## src/rtl/apu_frame_counter.sv

```systemverilog
// APU frame sequencer: counts CPU cycles, emits quarter/half-frame clocks in
// 4-step or 5-step mode, and owns the frame IRQ flag driven to n_IRQ and $4015.
module apu_frame_counter #(
  parameter int STEP1   = 7457,
  parameter int STEP2   = 14913,
  parameter int STEP3   = 22371,
  parameter int PERIOD4 = 29830,
  parameter int PERIOD5 = 37282,
  parameter int CNT_W   = 16
) (
  input  logic       PHI1,
  input  logic       n_RES,
  input  logic       W4017,
  input  logic       n_R4015,
  input  logic [7:0] DB,
  output logic       QFRAME,
  output logic       HFRAME,
  output logic       IRQ_FLAG,
  output logic       n_IRQ
);

  localparam logic [CNT_W-1:0] LAST4 = CNT_W'(PERIOD4 - 1);
  localparam logic [CNT_W-1:0] LAST5 = CNT_W'(PERIOD5 - 1);
  localparam logic [CNT_W-1:0] PRE4  = CNT_W'(PERIOD4 - 2);
  localparam logic [3*CNT_W-1:0] STEP_VEC = {CNT_W'(STEP3), CNT_W'(STEP2), CNT_W'(STEP1)};
  localparam logic [2:0] HALF_MASK = 3'b010;

  logic [CNT_W-1:0] cyc_reg, cyc_next;
  logic             mode_reg, mode_next;
  logic             inhibit_reg, inhibit_next;
  logic             parity_reg, parity_next;
  logic             pending_reg, pending_next;
  logic [2:0]       delay_reg, delay_next;
  logic             wrap_irq_reg, wrap_irq_next;
  logic             irq_reg, irq_next;
  logic             qframe_reg, qframe_next;
  logic             hframe_reg, hframe_next;
  logic             n_irq_reg;

  logic [CNT_W-1:0] last_cyc;
  logic [2:0]       step_hit;
  logic             end_hit;
  logic             wrap;
  logic             reset_now;
  logic             irq_set;
  logic             irq_clr;
  logic             unused_db_bits;

  assign unused_db_bits = ^DB[5:0];

  genvar gi;
  generate
    for (gi = 0; gi < 3; gi++) begin : g_step
      assign step_hit[gi] = (cyc_reg == STEP_VEC[gi*CNT_W +: CNT_W]);
    end
  endgenerate

  assign last_cyc = mode_reg ? LAST5 : LAST4;
  assign end_hit  = (cyc_reg == last_cyc);
  // >= guards against a mode switch that leaves the count beyond the new period
  assign wrap     = (cyc_reg >= last_cyc);

  // A fresh write always restarts the delay, so it masks the final countdown edge
  assign reset_now = pending_reg && !W4017 && (delay_reg == 3'd1);

  assign irq_set = !mode_reg && !inhibit_reg &&
                   ((cyc_reg == PRE4) || (cyc_reg == LAST4) || wrap_irq_reg);
  assign irq_clr = !n_R4015 || (W4017 && DB[6]);

  always_comb begin
    parity_next   = ~parity_reg;
    mode_next     = mode_reg;
    inhibit_next  = inhibit_reg;
    pending_next  = pending_reg;
    delay_next    = delay_reg;
    cyc_next      = cyc_reg + CNT_W'(1);
    wrap_irq_next = 1'b0;

    if (W4017) begin
      mode_next    = DB[7];
      inhibit_next = DB[6];
      pending_next = 1'b1;
      delay_next   = parity_reg ? 3'd4 : 3'd3;
    end else if (pending_reg) begin
      delay_next = delay_reg - 3'd1;
      if (delay_reg == 3'd1) begin
        pending_next = 1'b0;
      end
    end

    if (reset_now || wrap) begin
      cyc_next = '0;
    end

    if (!reset_now && !mode_reg && end_hit) begin
      wrap_irq_next = 1'b1;
    end

    // Set beats clear when both land on the same edge
    irq_next = irq_set || (irq_reg && !irq_clr);

    qframe_next = (|step_hit) || end_hit || (reset_now && mode_reg);
    hframe_next = (|(step_hit & HALF_MASK)) || end_hit || (reset_now && mode_reg);
  end

  always_ff @(posedge PHI1 or negedge n_RES) begin
    if (!n_RES) begin
      cyc_reg      <= '0;
      mode_reg     <= 1'b0;
      inhibit_reg  <= 1'b0;
      parity_reg   <= 1'b0;
      pending_reg  <= 1'b0;
      delay_reg    <= 3'd0;
      wrap_irq_reg <= 1'b0;
      irq_reg      <= 1'b0;
      qframe_reg   <= 1'b0;
      hframe_reg   <= 1'b0;
      n_irq_reg    <= 1'b1;
    end else begin
      cyc_reg      <= cyc_next;
      mode_reg     <= mode_next;
      inhibit_reg  <= inhibit_next;
      parity_reg   <= parity_next;
      pending_reg  <= pending_next;
      delay_reg    <= delay_next;
      wrap_irq_reg <= wrap_irq_next;
      irq_reg      <= irq_next;
      qframe_reg   <= qframe_next;
      hframe_reg   <= hframe_next;
      n_irq_reg    <= ~irq_next;
    end
  end

  assign QFRAME   = qframe_reg;
  assign HFRAME   = hframe_reg;
  assign IRQ_FLAG = irq_reg;
  assign n_IRQ    = n_irq_reg;

endmodule
```

## config.mk

```make
export PLATFORM = sky130hd
export DESIGN_NAME = apu_frame_counter
export DESIGN_NICKNAME = d
export VERILOG_FILES = /design/src/rtl/apu_frame_counter.sv
export SDC_FILE = /design/constraint.sdc
export NUM_CORES = 1
export LEC_CHECK = 0
export ABC_AREA = 0
export BUFFER_PORTS_ARGS = -buffer_cell sky130_fd_sc_hd__buf_2
export CAP_MARGIN = 30
export CORE_MARGIN = 4
export CORE_UTILIZATION = 35
export DETAILED_ROUTE_END_ITERATION = 16
export GPL_ROUTABILITY_DRIVEN = 0
export PLACE_DENSITY = 0.57
export SYNTH_ARGS = -nofsm -noshare
export SYNTH_HDL_FRONTEND = slang
export SYNTH_SLANG_ARGS = --single-unit
```

## constraint.sdc

```tcl
create_clock -name PHI1 -period 2.61 [get_ports PHI1]
set_clock_uncertainty 0.05 [all_clocks]
set_input_delay 0.1305 -clock PHI1 [delete_from_list [all_inputs] [get_ports PHI1]]
set_output_delay 0.1305 -clock PHI1 [all_outputs]
set_load 0.01 [all_outputs]
```

==> impl_metrics.yaml <==
sta:
  period_share_pct: 85.6
  drv_slew: 0
  fin_crit_ns: 2.23
  setup_violations: 0
  hold_viol_final: 0
  rsz0062_at_grt: "no"
  holdWs_ns: 0.00875
  fmax_mhz: 448
  final.setup.tns_ns: 0
  worstMarginPinSlew_ns: 0.629
  slew_headroom_pct: 58.1
floorplan:
  die_w_um: 78.9
  die-area_um2: 6220
  fp.dieH_um: 78.9
  start_util_pct: 36.8
  rows: 25
  io_pins: 16
  coreArea_um2: 4790
power_and_ir_drop:
  ir_drop_mv: 0.332
  comb_power_share_pct: 25.7
  total_power_uw: 1290
  p_clk_share_pct: 26.9
  p_leak_uw: 0.000774
  seq_power_share_pct: 47.4
  p_per_area_nw_per_um2: 667
  switching_share_pct: 33.1
  switching_power_uw: 426
  intPower_uw: 860
synth:
  synth_edf_count: 0
  synthFlopType: "dfrtp_1"
  synthArstFlopShare_pct: 100
  netlist_area_um2: 1760
  yosysMostFrequentCell: "dfrtp_1"
  synthTopCellsByArea: "dfrtp_1, ha_1, xnor2_1, a211oi_1, a211oi_2"
  seq_area_frac_synth_pct: 39.9
  synth_commonest_cells: "dfrtp_1, a211oi_1, xnor2_1"
  synth_cell_types: 46
  synth_top_area_share_pct: 38.4
  synth_fp_nets: 192
  synth_warnings: 0
  synth-seq-cells: 28
  yosysTopAreaCell: "dfrtp_1"
  syn_area_per_cell_um2: 10.5
  synth_cells: 168
clock_tree:
  cts-root-buf: "clkbuf_8"
  cts_max_level: 1
  postCtsSetupBuffers: 0
  clkTransAtPathRegs_ns: 0.09
  clock_path_buffers: 2
  numCtsBuffers: 3
  clkSinkCount: 28
  cts_tree: "done"
  clk_latency_ns: 0.28
global_route:
  grt_pass1_wl_um: 6260
  grt_pass1_vias: 1264
  grt_max_degree: 29
  track_usage_pct: 12.5
  antenna_found_initial: 0
  overflow: 0
final_layout:
  layout.area.seq_um2: 702
  nets: 199
  largest_register_ffs: 16
  drive_gt1_share_pct: 19.0
  layout.cells.non_filler: 241
  nFillCells: 451
  antenna_cells: 0
  postLayoutCellArea_um2: 1930
  area_growth_pct: 9.60
  multi_input_area_um2: 967
critical_path:
  cp-end-kind: "register"
  cp.required_ns: 2.69
  crit_fanout: 11
  critPathKind: "reg2reg"
  critPathLaunchType: "register"
  arrival_ns: 2.32
route:
  drt-initial-drc-count: 162
  wl_per_cell_um: 15.3
  totalWireLength_um: 3690
  drtPass1Iterations: 4
  viasPerCell: 5.46
  antenna_left: 0
  drc_errors: 0
  via_count: 1317
placement:
  placement.io_buffers: 9
  dpl-instance-area_um2: 1850
  dp_hpwl_um: 2690
  dp_cells: 236
worst_hold_path:
  hp-class: "in2reg"
flow_run:
  max_cap_viol_count: 0
run_status:
  status: "finished clean"
## stage by stage
step | util (%) | setup WS [ns]
3_5_place_dp | 38.6 | 0.362
2_1_floorplan | - | 0.722
3_3_place_gp | 38.6 | 0.401
6_report | 40.3 | 0.377
4_1_cts | 40.3 | 0.345
5_1_grt | 40.3 | 0.193
## power groups by stage
stage          logic, µW  clock network, µW  registers [µW]
2_1_floorplan        287                  0             574
3_3_place_gp         316                  0             611
3_5_place_dp         327                  0             619
5_1_grt              377                372             625
4_1_cts              332                355             610
6_report             331                346             610
## worst max-delay path, stage by stage (launching register included)
cell and delay [ns]:
dfrtp_1 0.56, inv_1 0.18, ha_1 0.36, nand4_2 0.14
nor4_4 0.44, buf_4 0.28, a211oi_1 0.09
## layout by cell type, fill, tap and decap left out, types with 2 or more instances in the layout
| master | count |
|---|---|
| nand3_2 | 2 |
| nor3_1 | 3 |
| a21oi_1 | 2 |
| nor4b_1 | 2 |
| nand4_2 | 2 |
| a21o_1 | 3 |
| dfrtp_1 | 27 |
| nand4b_1 | 2 |
| o21a_1 | 2 |
| inv_1 | 8 |
| xor2_1 | 3 |
| nand4_1 | 3 |
| nand3_1 | 5 |
| nand2_1 | 12 |
| buf_2 | 9 |
| nor4_1 | 5 |
| buf_4 | 2 |
| nand2b_1 | 2 |
| a211oi_2 | 4 |
| nor2_1 | 8 |
| o21ai_0 | 3 |
| clkbuf_8 | 3 |
| nor4_2 | 2 |
| ha_1 | 12 |
| xnor2_1 | 13 |
| a211oi_1 | 13 |
## routing by layer
layer	global-route usage, %	up-vias	routed length, µm
met3	2.04	4	152
met2	21.1	25	1860
met4	4.30	0	29
li1	-	632	-
met5	0	-	0
met1	16.2	656	1650
## layout make-up
cell class | instances | area share, %
multi-input combinational | 121 | 50.2
sequential | 28 | 36.4
tap | 67 | 4.35
timing repair buffer | 12 | 3.63
clock buffer | 3 | 2.14
inverter | 9 | 1.75
clock inverter | 1 | 1.56
## final timing paths
| path | startpoint | to | slack (ns) | cells after the start |
|---|---|---|---|---|
| max in group asynchronous | n_RES | mode_reg | 1.75 | 2 |
| setup / recovery | mode_reg | cyc_reg[15] | 0.38 | 6 |
| setup reg to reg | mode_reg | cyc_reg[15] | 0.38 | 6 |
| hold / removal | DB[7] | mode_reg | 0.009 | 3 |
| hold reg to reg | parity_reg | parity_reg | 0.38 | 1 |
| min in group asynchronous | n_RES | cyc_reg[7] | 0.34 | 2 |
## cell families after synthesis
logic type,share of synthesized area [%]
buffers and inverters,5.12
multiplexers,0.640
AND/OR/NAND/NOR,22.0
AO/OA/AOI/OAI,15.8
XOR/XNOR,7.97
adder cells (fa/ha/maj),8.53
flip-flops,39.9
## repair_timing
action	4_1_cts	5_1_grt
gates resized for setup	0	0
hold buffers	1	0
endpoints found under the setup margin	0	0
endpoints found under the hold margin	27	0
No activity file was read; power rests on OpenSTA's default activity.
